$ cat src/rtl/unified_mem_arbiter_if.sv
// Bundles the fetch, load/store and memory-side signals of the unified memory arbiter.
// master: arbiter view; slave: view of the surrounding requesters and memory.
interface unified_mem_arbiter_if #(
  parameter int unsigned ADDR_WIDTH = 32,
  parameter int unsigned DATA_WIDTH = 32
);
  localparam int unsigned BE_WIDTH = DATA_WIDTH / 8;

  logic                  if_req_valid;
  logic                  if_req_ready;
  logic [ADDR_WIDTH-1:0] if_req_addr;
  logic                  if_flush;
  logic                  if_rsp_valid;
  logic [DATA_WIDTH-1:0] if_rsp_rdata;

  logic                  dm_req_valid;
  logic                  dm_req_ready;
  logic [ADDR_WIDTH-1:0] dm_req_addr;
  logic                  dm_req_we;
  logic [DATA_WIDTH-1:0] dm_req_wdata;
  logic [BE_WIDTH-1:0]   dm_req_be;
  logic                  dm_rsp_valid;
  logic [DATA_WIDTH-1:0] dm_rsp_rdata;

  logic                  mem_req_valid;
  logic                  mem_req_ready;
  logic [ADDR_WIDTH-1:0] mem_req_addr;
  logic                  mem_req_we;
  logic [DATA_WIDTH-1:0] mem_req_wdata;
  logic [BE_WIDTH-1:0]   mem_req_be;
  logic                  mem_rsp_valid;
  logic [DATA_WIDTH-1:0] mem_rsp_rdata;

  modport master (
    input  if_req_valid, if_req_addr, if_flush,
    output if_req_ready, if_rsp_valid, if_rsp_rdata,
    input  dm_req_valid, dm_req_addr, dm_req_we, dm_req_wdata, dm_req_be,
    output dm_req_ready, dm_rsp_valid, dm_rsp_rdata,
    output mem_req_valid, mem_req_addr, mem_req_we, mem_req_wdata, mem_req_be,
    input  mem_req_ready, mem_rsp_valid, mem_rsp_rdata
  );

  modport slave (
    output if_req_valid, if_req_addr, if_flush,
    input  if_req_ready, if_rsp_valid, if_rsp_rdata,
    output dm_req_valid, dm_req_addr, dm_req_we, dm_req_wdata, dm_req_be,
    input  dm_req_ready, dm_rsp_valid, dm_rsp_rdata,
    input  mem_req_valid, mem_req_addr, mem_req_we, mem_req_wdata, mem_req_be,
    output mem_req_ready, mem_rsp_valid, mem_rsp_rdata
  );
endinterface

$ cat src/rtl/unified_mem_arbiter.sv
// Shares one single-port memory between instruction fetch and load/store, one transaction
// at a time; load/store has priority, capped by a streak counter so fetch keeps moving.
module unified_mem_arbiter #(
  parameter int unsigned ADDR_WIDTH      = 32,
  parameter int unsigned DATA_WIDTH      = 32,
  parameter int unsigned MAX_DATA_STREAK = 4
) (
  input  logic                  clk,
  input  logic                  arst_n,
  unified_mem_arbiter_if.master bus,
  output logic                  busy
);
  localparam int unsigned BE_WIDTH     = DATA_WIDTH / 8;
  localparam int unsigned STREAK_WIDTH = $clog2(MAX_DATA_STREAK + 1);
  localparam logic [STREAK_WIDTH-1:0] STREAK_MAX = STREAK_WIDTH'(MAX_DATA_STREAK);

  typedef enum logic [1:0] {StIdle, StIssue, StWait} state_e;

  state_e                  state_q, state_d;
  logic                    owner_dm_q, owner_dm_d;
  logic                    drop_q, drop_d;
  logic [STREAK_WIDTH-1:0] streak_q, streak_d;
  logic [ADDR_WIDTH-1:0]   addr_q, addr_d;
  logic                    we_q, we_d;
  logic [DATA_WIDTH-1:0]   wdata_q, wdata_d;
  logic [BE_WIDTH-1:0]     be_q, be_d;
  logic [DATA_WIDTH-1:0]   rdata_q, rdata_d;
  logic                    if_rsp_q, if_rsp_d;
  logic                    dm_rsp_q, dm_rsp_d;
  logic                    if_grant, dm_grant;

  always_comb begin
    state_d    = state_q;
    owner_dm_d = owner_dm_q;
    drop_d     = drop_q;
    streak_d   = streak_q;
    addr_d     = addr_q;
    we_d       = we_q;
    wdata_d    = wdata_q;
    be_d       = be_q;
    rdata_d    = rdata_q;
    if_rsp_d   = 1'b0;
    dm_rsp_d   = 1'b0;
    if_grant   = 1'b0;
    dm_grant   = 1'b0;

    unique case (state_q)
      StIdle: begin
        drop_d = 1'b0;
        if (bus.if_req_valid && (!bus.dm_req_valid || streak_q == STREAK_MAX)) begin
          if_grant = 1'b1;
        end else if (bus.dm_req_valid) begin
          dm_grant = 1'b1;
        end

        if (if_grant) begin
          owner_dm_d = 1'b0;
          addr_d     = bus.if_req_addr;
          we_d       = 1'b0;
          wdata_d    = '0;
          be_d       = '1;
          streak_d   = '0;
          state_d    = StIssue;
        end else if (dm_grant) begin
          owner_dm_d = 1'b1;
          addr_d     = bus.dm_req_addr;
          we_d       = bus.dm_req_we;
          wdata_d    = bus.dm_req_wdata;
          be_d       = bus.dm_req_be;
          // Only a waiting fetch makes a data grant count towards the streak.
          if (!bus.if_req_valid) begin
            streak_d = '0;
          end else if (streak_q != STREAK_MAX) begin
            streak_d = streak_q + STREAK_WIDTH'(1);
          end
          state_d = StIssue;
        end
      end

      StIssue: begin
        if (bus.if_flush && !owner_dm_q) drop_d = 1'b1;
        if (bus.mem_req_ready) state_d = StWait;
      end

      StWait: begin
        if (bus.if_flush && !owner_dm_q) drop_d = 1'b1;
        if (bus.mem_rsp_valid) begin
          rdata_d  = (owner_dm_q && we_q) ? '0 : bus.mem_rsp_rdata;
          if_rsp_d = !owner_dm_q && !drop_q && !bus.if_flush;
          dm_rsp_d = owner_dm_q;
          drop_d   = 1'b0;
          state_d  = StIdle;
        end
      end

      default: state_d = StIdle;
    endcase
  end

  always_ff @(posedge clk or negedge arst_n) begin
    if (!arst_n) begin
      state_q    <= StIdle;
      owner_dm_q <= 1'b0;
      drop_q     <= 1'b0;
      streak_q   <= '0;
      addr_q     <= '0;
      we_q       <= 1'b0;
      wdata_q    <= '0;
      be_q       <= '0;
      rdata_q    <= '0;
      if_rsp_q   <= 1'b0;
      dm_rsp_q   <= 1'b0;
    end else begin
      state_q    <= state_d;
      owner_dm_q <= owner_dm_d;
      drop_q     <= drop_d;
      streak_q   <= streak_d;
      addr_q     <= addr_d;
      we_q       <= we_d;
      wdata_q    <= wdata_d;
      be_q       <= be_d;
      rdata_q    <= rdata_d;
      if_rsp_q   <= if_rsp_d;
      dm_rsp_q   <= dm_rsp_d;
    end
  end

  assign bus.if_req_ready  = if_grant;
  assign bus.dm_req_ready  = dm_grant;
  assign bus.if_rsp_valid  = if_rsp_q;
  assign bus.if_rsp_rdata  = if_rsp_q ? rdata_q : '0;
  assign bus.dm_rsp_valid  = dm_rsp_q;
  assign bus.dm_rsp_rdata  = dm_rsp_q ? rdata_q : '0;
  assign bus.mem_req_valid = (state_q == StIssue);
  assign bus.mem_req_addr  = addr_q;
  assign bus.mem_req_we    = we_q;
  assign bus.mem_req_wdata = wdata_q;
  assign bus.mem_req_be    = be_q;
  assign busy              = (state_q != StIdle);
endmodule

$ cat src/flat_wrapper.sv
// flat-port wrapper written by rule: the top's interface ports become plain ports
module unified_mem_arbiter_flat 
#(
  parameter int unsigned ADDR_WIDTH      = 32,
  parameter int unsigned DATA_WIDTH      = 32,
  parameter int unsigned MAX_DATA_STREAK = 4
)
  (clk, arst_n, busy, bus_if_req_valid, bus_if_req_addr, bus_if_flush, bus_if_req_ready, bus_if_rsp_valid, bus_if_rsp_rdata, bus_dm_req_valid, bus_dm_req_addr, bus_dm_req_we, bus_dm_req_wdata, bus_dm_req_be, bus_dm_req_ready, bus_dm_rsp_valid, bus_dm_rsp_rdata, bus_mem_req_valid, bus_mem_req_addr, bus_mem_req_we, bus_mem_req_wdata, bus_mem_req_be, bus_mem_req_ready, bus_mem_rsp_valid, bus_mem_rsp_rdata);
  unified_mem_arbiter_if #(.ADDR_WIDTH(ADDR_WIDTH), .DATA_WIDTH(DATA_WIDTH)) bus_i ();
  input  logic clk;
  input  logic arst_n;
  output logic busy;
  input wire logic [$bits(bus_i.if_req_valid)-1:0] bus_if_req_valid;
  input wire logic [$bits(bus_i.if_req_addr)-1:0] bus_if_req_addr;
  input wire logic [$bits(bus_i.if_flush)-1:0] bus_if_flush;
  output wire logic [$bits(bus_i.if_req_ready)-1:0] bus_if_req_ready;
  output wire logic [$bits(bus_i.if_rsp_valid)-1:0] bus_if_rsp_valid;
  output wire logic [$bits(bus_i.if_rsp_rdata)-1:0] bus_if_rsp_rdata;
  input wire logic [$bits(bus_i.dm_req_valid)-1:0] bus_dm_req_valid;
  input wire logic [$bits(bus_i.dm_req_addr)-1:0] bus_dm_req_addr;
  input wire logic [$bits(bus_i.dm_req_we)-1:0] bus_dm_req_we;
  input wire logic [$bits(bus_i.dm_req_wdata)-1:0] bus_dm_req_wdata;
  input wire logic [$bits(bus_i.dm_req_be)-1:0] bus_dm_req_be;
  output wire logic [$bits(bus_i.dm_req_ready)-1:0] bus_dm_req_ready;
  output wire logic [$bits(bus_i.dm_rsp_valid)-1:0] bus_dm_rsp_valid;
  output wire logic [$bits(bus_i.dm_rsp_rdata)-1:0] bus_dm_rsp_rdata;
  output wire logic [$bits(bus_i.mem_req_valid)-1:0] bus_mem_req_valid;
  output wire logic [$bits(bus_i.mem_req_addr)-1:0] bus_mem_req_addr;
  output wire logic [$bits(bus_i.mem_req_we)-1:0] bus_mem_req_we;
  output wire logic [$bits(bus_i.mem_req_wdata)-1:0] bus_mem_req_wdata;
  output wire logic [$bits(bus_i.mem_req_be)-1:0] bus_mem_req_be;
  input wire logic [$bits(bus_i.mem_req_ready)-1:0] bus_mem_req_ready;
  input wire logic [$bits(bus_i.mem_rsp_valid)-1:0] bus_mem_rsp_valid;
  input wire logic [$bits(bus_i.mem_rsp_rdata)-1:0] bus_mem_rsp_rdata;
  assign bus_i.if_req_valid = bus_if_req_valid;
  assign bus_i.if_req_addr = bus_if_req_addr;
  assign bus_i.if_flush = bus_if_flush;
  assign bus_if_req_ready = bus_i.if_req_ready;
  assign bus_if_rsp_valid = bus_i.if_rsp_valid;
  assign bus_if_rsp_rdata = bus_i.if_rsp_rdata;
  assign bus_i.dm_req_valid = bus_dm_req_valid;
  assign bus_i.dm_req_addr = bus_dm_req_addr;
  assign bus_i.dm_req_we = bus_dm_req_we;
  assign bus_i.dm_req_wdata = bus_dm_req_wdata;
  assign bus_i.dm_req_be = bus_dm_req_be;
  assign bus_dm_req_ready = bus_i.dm_req_ready;
  assign bus_dm_rsp_valid = bus_i.dm_rsp_valid;
  assign bus_dm_rsp_rdata = bus_i.dm_rsp_rdata;
  assign bus_mem_req_valid = bus_i.mem_req_valid;
  assign bus_mem_req_addr = bus_i.mem_req_addr;
  assign bus_mem_req_we = bus_i.mem_req_we;
  assign bus_mem_req_wdata = bus_i.mem_req_wdata;
  assign bus_mem_req_be = bus_i.mem_req_be;
  assign bus_i.mem_req_ready = bus_mem_req_ready;
  assign bus_i.mem_rsp_valid = bus_mem_rsp_valid;
  assign bus_i.mem_rsp_rdata = bus_mem_rsp_rdata;
  unified_mem_arbiter #(.ADDR_WIDTH(ADDR_WIDTH), .DATA_WIDTH(DATA_WIDTH), .MAX_DATA_STREAK(MAX_DATA_STREAK)) u_core (.clk(clk), .arst_n(arst_n), .bus(bus_i), .busy(busy));
endmodule
$ cat config.mk
export PLATFORM = sky130hd
export DESIGN_NAME = unified_mem_arbiter_flat
export DESIGN_NICKNAME = d
export VERILOG_FILES = /design/src/rtl/unified_mem_arbiter_if.sv /design/src/rtl/unified_mem_arbiter.sv /design/src/flat_wrapper.sv
export SDC_FILE = /design/constraint.sdc
export NUM_CORES = 1
export LEC_CHECK = 0
export BUFFER_PORTS_ARGS = -buffer_cell sky130_fd_sc_hd__buf_2
export CAP_MARGIN = 20
export CORE_MARGIN = 5
export CORE_UTILIZATION = 45
export CTS_CLUSTER_SIZE = 8
export DETAILED_ROUTE_END_ITERATION = 10
export PLACE_DENSITY = 0.81
export SLEW_MARGIN = 20
export SYNTH_ARGS = -nofsm -noshare
export SYNTH_HDL_FRONTEND = slang
export SYNTH_SLANG_ARGS = --single-unit
$ cat constraint.sdc
create_clock -name clk -period 2.2 [get_ports clk]
set_input_delay 0.11 -clock clk [delete_from_list [all_inputs] [get_ports clk]]
set_output_delay 0.11 -clock clk [all_outputs]
set_load 0.02 [all_outputs]
==> results of run 1 <==
[power by group]
part	total (mW)	switching [mW]	internal [mW]	leakage, nW
logic	4.13	2.44	1.68	2.46
clock network	1.63	0.695	0.940	0.149
registers	3.53	0.609	2.92	1.38
total	9.29	3.75	5.54	3.99
[worst reg2reg max path, cell delays in order, from the launching register on]
cell and delay (ns):
dfrtp_1 0.41, inv_1 0.11, ha_1 0.33, o21a_1 0.38, buf_12 0.24, nand2_1 0.11, o211ai_2 0.15
[sequential cells by signal, summed over array words and instances, names as in the netlist, 2 cells and up]
| name | count |
|---|---|
| u_core.bus.mem_req_addr | 32 |
| u_core.bus.mem_req_wdata | 32 |
| u_core.rdata_q | 32 |
| u_core.bus.mem_req_be | 4 |
| u_core.streak_q | 3 |
| u_core.state_q | 2 |
[worst max-delay path by stage]
stage | start | endpoint
final | u_core.state_q[0]$_DFFE_PN0P_ | bus_dm_req_ready
after global routing | u_core.state_q[0]$_DFFE_PN0P_ | bus_dm_req_ready
after CTS | u_core.state_q[0]$_DFFE_PN0P_ | bus_dm_req_ready
after detailed placement | u_core.state_q[0]$_DFFE_PN0P_ | bus_dm_req_ready
after global placement | u_core.state_q[0]$_DFFE_PN0P_ | bus_dm_req_ready
after floorplan | u_core.state_q[0]$_DFFE_PN0P_ | u_core.bus.mem_req_addr[20]$_DFFE_PN0P_
[what timing repair did]
| item | 4_1_cts | 5_1_grt |
|---|---|---|
| hold buffers | 50 | 2 |
| pin swaps | 0 | 0 |
| endpoints found under the setup margin | 1 | 2 |
| endpoints found under the hold margin | 90 | 2 |
| resized for setup | 3 | 3 |
| cloned | 0 | 0 |
[cell usage after synthesis (all sizes together)]
cell type / count / area share
dfrtp: 110 / 0.54
nand2: 68 / 0.050
a22o: 65 / 0.11
and2: 65 / 0.080
nand4: 34 / 0.042
o211ai: 32 / 0.076
clkbuf: 24 / 0.018
buf: 18 / 0.023
inv: 8 / 0.0059
ha: 7 / 0.017
o22a: 5 / 0.0086
nor3b: 3 / 0.0044
o21ai: 3 / 0.0029
and3: 2 / 0.0024
nand3: 2 / 0.0020
o21a: 2 / 0.0029
a211oi: 1 / 0.0015
a21bo: 1 / 0.0020
a21boi: 1 / 0.0015
a21oi: 1 / 0.00098
a31oi: 1 / 0.0012
mux2: 1 / 0.0022
nor2b: 1 / 0.0012
nor3: 1 / 0.00098
nor4: 1 / 0.0012
o22ai: 1 / 0.0012
o32a: 1 / 0.0020
[per-layer routing]
layer / up-vias / GRT usage / routed length (um)
met5: - / 0 / 0
met4: 0 / 0.1246 / 604
met3: 50 / 0.04922 / 1591
li1: 2272 / - / -
met2: 291 / 0.4230 / 8546
met1: 2386 / 0.2687 / 5924
[area by class of cell]
type / count / area, um^2 / share of cell area
Timing Repair Buffer: 340 / 2031 / 0.2718
Multi-Input combinational cell: 299 / 2145 / 0.2871
Tap cell: 143 / 178.9 / 0.02395
Inverter: 8 / 56.30 / 0.007536
Clock buffer: 12 / 256.5 / 0.03433
Clock inverter: 3 / 43.79 / 0.005862
Antenna cell: 3 / 7.507 / 0.001005
Sequential cell: 110 / 2753 / 0.3684
[metrics by stage]
stage	instances	instance area [um^2]	setup WS [ns]
3_3_place_gp	848	6608	0.2900
5_1_grt	916	7466	0.002879
4_1_cts	913	7422	0.02880
6_report	918	7471	0.1444
3_5_place_dp	848	6608	0.2008
2_1_floorplan	459	5117	0.6720
[cells by family after synthesis]
| group | count (synthesis) |
|---|---|
| AOI/OAI and AO/OA | 114 |
| adders and majority gates | 7 |
| buffers and inverters | 50 |
| DFF | 110 |
| muxes | 1 |
| and+or+nand+nor | 177 |
==> results.md, run 1 <==
- Outcome: complete, no violations
- Final Setup Violations: 0
- Most frequent cells in the layout: buf_2, dfrtp_1, nand2_1
- CTS root buf: clkbuf_16
- Vias: roughly 5000
- Mean routed wirelength per cell: between 15 and 20 um
- Cell Area, Synth: 0.005117 mm^2
- Tmin final: roughly 2 ns
- Post-CTS setup buffers: 0
- Cell variety after synth: 32
- Initial DRC count: roughly 390
- Worst-path clk slew: around 0.07 ns
- Clock skew: just under 0.007 ns
- H-tree depth: 3
- Max_cap viols: 0
- Largest net degree at the start of global routing: 44
- Core Rows: 39
- Max Fanout on Critical Path: 34
- Slew @ Worst Pin: approximately 0.92 ns
- Number of global-route vias before repair: a little over 5000
- Final period utilization: 0.9344
- Core area: around 0.011 mm^2
- R2R Path End: u_core.bus.mem_req_addr[15]$_DFFE_PN0P_
- Compound-Gate Fraction of Synth Area: 0.2122
- Critical R2R Launch: u_core.state_q[0]$_DFFE_PN0P_
- Sequential area share after synthesis: 0.5379
- GRT Total Usage: 0.2380
- XOR/XNOR Fraction of Synth Area: 0
- Simple-Gate Fraction of Synth Area: 0.1836
- I/O Buffers: approximately 280
- Syn_nets: just over 600
- First-pass GRT wire length: 25520 um
- WS Path Type: reg2out
- Area added between synthesis and finish: 45.99%
- Crit-path slowest cell: dfrtp_1
- First-pass iteration count of the detailed router: 7
- Tot Pwr: a little over 9 mW
- Vias per inst: 5.446
- Crit end category: output pin
- CTS tree: done
- HPWL Detailed: 11320 um
- Max incr delay on CP: approximately 0.41 ns
- Nets: 915
- Largest family of logic cells by synthesized area: compound AO/OA/AOI/OAI gates
- Req. time, crit path: 2.09 ns
- Antenna violations before repair: 1
- Share of layout cells above drive strength 1: 0.4378
- HP Start: bus_dm_req_wdata[29]
- Setup slack, reg-to-reg: 0.39 ns
- Final antenna-violating net count: 0
- Crit-path cells: inv_1, ha_1, nand3_2, bufinv_16, buf_2
- CP Launch Type: register
- Synth Warn #: 0
- #FFs+latches synth: 110
- Pwr Density: around 1200 mW/mm^2
- Reg2Reg Depth: 6
- Min Hold Slack: between 0.005 and 0.006 ns
- Final Hold Viols: 0
- Longest Clk Path Bufs: 2
- Die X: 116.6 um
- Slew headroom: 0.3853
- Die area: 0.01360 mm^2
- RSZ-0062 raised after global routing: false
- Post-Synth Adder-Cell Area: 0.01711
- Die Ht: around 120 um
- GRT overflow: 0
- Worst-Skew Late Latency: about 0.34 ns
- Io pins: approximately 280
- # DRC: 0
- Mux cell area share after synthesis: 0.002200
- Mapped Cells: about 460
- Mean Syn Cell Area: about 11 um^2
- Worst min path class: in2reg
- Total wire length: between 15000 and 20000 um
- Hold Path Cell Cnt: 2
- Layout fillers: 826
- TritonCTS Buffers: 9
- Peak supply drop: approximately 0.72 mV
- Worst Hold Path EP: u_core.bus.mem_req_wdata[29]$_DFFE_PN0P_
- RePlAce Congestion: 0.8134
- Clock sinks: 110
- CP arrival: just under 2 ns
- Slew Limit Fails: 0
- Final core occ: 0.6628
- Setup TNS: 0 ns
- Kind of cell adding the most delay to the critical path: buffers and inverters
- Worst path buffer plus inverter count: 3
- Max frequency: 486.5 MHz
- Commonest non-fill, non-tap cell in the layout: buf_2
- Worst path depth: 5
- Starting Density: 0.4540
- Lkg Pwr: 3.985 nW
Power figures use the tool's default switching activity.
==> inputs of run 2 (changes only) <==
--- a/config.mk
+++ b/config.mk
@@ -11,8 +11,10 @@
 export CORE_UTILIZATION = 45
 export CTS_CLUSTER_SIZE = 8
 export DETAILED_ROUTE_END_ITERATION = 10
+export GPL_ROUTABILITY_DRIVEN = 0
 export PLACE_DENSITY = 0.81
-export SLEW_MARGIN = 20
+export SETUP_SLACK_MARGIN = 0.4
+export SLEW_MARGIN = 25
 export SYNTH_ARGS = -nofsm -noshare
 export SYNTH_HDL_FRONTEND = slang
 export SYNTH_SLANG_ARGS = --single-unit
==> run 2 against run 1 <==
Effect of this change: worst hold slack is essentially flat; sequential share of layout area shrank 0.88 points; clock power hardly changed; combinational power up 7.5%; register-to-register slack gained 0.15 ns; setup slack improved by 0.29 ns; final area rose by 2.5%; clock skew grew 0.0015 ns; via count up 2.7%; critical endpoint is now bus_if_req_ready; wire length up 4.6%; critical path depth rose by 1.
==> results.md, run 2 (synthesized netlist as in run 1, its figures left out) <==
- Layout fillers: 809
- Req. time, crit path: approximately 2.1 ns
- Clock sinks: 110
- Starting Density: 0.4540
- I/O Buffers: 278
- GRT Total Usage: 0.2447
- Mean routed wirelength per cell: 18.79 um
- HPWL Detailed: 11320 um
- Number of global-route vias before repair: around 5300
- Crit-path cells: inv_2, ha_4, a21bo_4, buf_12, and3_1, buf_4
- Die Ht: 116.6 um
- WS Path Type: reg2out
- H-tree depth: 3
- Vias per inst: approximately 5.5
- CP arrival: roughly 1.7 ns
- PnR worst setup slack: about 0.44 ns
- Slew @ Worst Pin: between 0.9 and 1 ns
- Max Fanout on Critical Path: 6
- Crit end category: output pin
- Most frequent cells in the layout: buf_2, dfrtp_1, nand2_1
- Worst-Skew Late Latency: ~0.34 ns
- First-pass iteration count of the detailed router: 5
- Slew Limit Fails: 0
- Die area: roughly 0.014 mm^2
- Vias: 5135
- Worst-path clk slew: roughly 0.07 ns
- Setup WS pre-CTS: around 0.2 ns
- Tmin final: about 1.8 ns
- Setup TNS: 0 ns
- Max incr delay on CP: 0.37 ns
- Lkg Pwr: 4.063 nW
- Io pins: roughly 280
- Setup slack, reg-to-reg: 0.54 ns
- GRT overflow: 0
- Die X: 116.6 um
- Antenna violations before repair: 1
- Share of layout cells above drive strength 1: 0.4578
- Nets: slightly above 900
- CP Launch Type: register
- CTS root buf: clkbuf_16
- Clock skew: around 0.0083 ns
- Area added between synthesis and finish: 49.71%
- Final antenna-violating net count: 0
- First-pass GRT wire length: ~26000 um
- Commonest non-fill, non-tap cell in the layout: buf_2
- Slew headroom: 0.3724
- Min Hold Slack: 0.005470 ns
- Peak supply drop: between 0.7 and 0.8 mV
- Pwr Density: 1255 mW/mm^2
- Crit-path slowest cell: dfrtp_1
- Outcome: complete, no violations
- RSZ-0062 raised after global routing: false
- Final period utilization: 0.8011
- Final Setup Violations: 0
- Max frequency: 567.4 MHz
- Longest Clk Path Bufs: 2
- Core Rows: 39
- Final Hold Viols: 0
- Largest net degree at the start of global routing: 44
- TritonCTS Buffers: 9
- Max_cap viols: 0
- Initial DRC count: about 400
- Core area: between 0.01 and 0.015 mm^2
- Worst min path class: in2reg
- # DRC: 0
- CTS tree: done
- Total wire length: around 17000 um
## run 2: cell types whose count changed in the layout (fill, tap and decap cells not counted), moves of 2 or more
cell and delta:
ha_1 -2, dfrtp_2 +2, dfrtp_1 -2, inv_1 -4, ha_4 +2, inv_2 +4, buf_12 +2, buf_4 +6
## run 2: repair_timing
action                                  CTS  global route
pin swaps                                 1             2
gates cloned                              2             1
hold endpoints to repair                 90             2
resized for setup                        20             7
hold buffers                             50             2
endpoints found under the setup margin   36           107
setup buffers                             3             4
## run 2: final timing paths
path	from	to	cells after the start
worst max-delay path	u_core.streak_q[0]$_DFFE_PN0P_	bus_if_req_ready	6
worst min-delay path	bus_dm_req_wdata[29]	u_core.bus.mem_req_wdata[29]$_DFFE_PN0P_	2
worst max register to register	u_core.state_q[1]$_DFFE_PN0P_	u_core.bus.mem_req_addr[2]$_DFFE_PN0P_	6
worst min register to register	u_core.drop_q$_DFFE_PN0P_	u_core.bus.if_rsp_valid$_DFF_PN0_	1
max in group asynchronous	arst_n	u_core.bus.dm_rsp_valid$_DFF_PN0_	3
min in group asynchronous	arst_n	u_core.rdata_q[4]$_DFFE_PN0P_	2
## run 2: metal layers
metal  global-route usage  vias up  part of all wire
li1                     -     2294                 -
met1               0.2730     2431              0.36
met2               0.4329      343              0.51
met3              0.05285       67             0.098
met4               0.1361        0             0.040
met5                    0        -                 0
## run 2: worst max-delay path: cells and delay by family (launching register included)
kind / cells / cell delay (ns)
flops: 1 / 0.37
buf+inv: 3 / 0.35
compound gates: 1 / 0.23
fa+ha+maj: 1 / 0.17
simple gates: 1 / 0.17
## run 2: final cells by class
type | instances | area, um^2 | area share
timing repair inverter | 1 | 8.758 | 0.001143
clock buffer | 12 | 256.5 | 0.03348
multi-input combinational | 299 | 2186 | 0.2853
sequential | 110 | 2755 | 0.3596
tap | 143 | 178.9 | 0.02335
clock inverter | 3 | 43.79 | 0.005716
timing repair buffer | 349 | 2168 | 0.2830
antenna | 3 | 7.507 | 0.0009799
inverter | 8 | 56.30 | 0.007349
## run 2: power breakdown
part	total (mW)	internal [mW]	switching, mW
registers	3.54	2.92	0.621
logic	4.44	1.88	2.56
clock network	1.64	0.940	0.695
## run 2: metrics by stage
step	power (mW)	util	cells	instance area, um^2
2_1_floorplan	6.075	-	459	5117
3_3_place_gp	7.349	0.5862	848	6608
3_5_place_dp	7.528	0.5862	848	6608
4_1_cts	9.512	0.6713	918	7567
5_1_grt	10.15	0.6792	926	7656
6_report	9.612	0.6797	928	7661
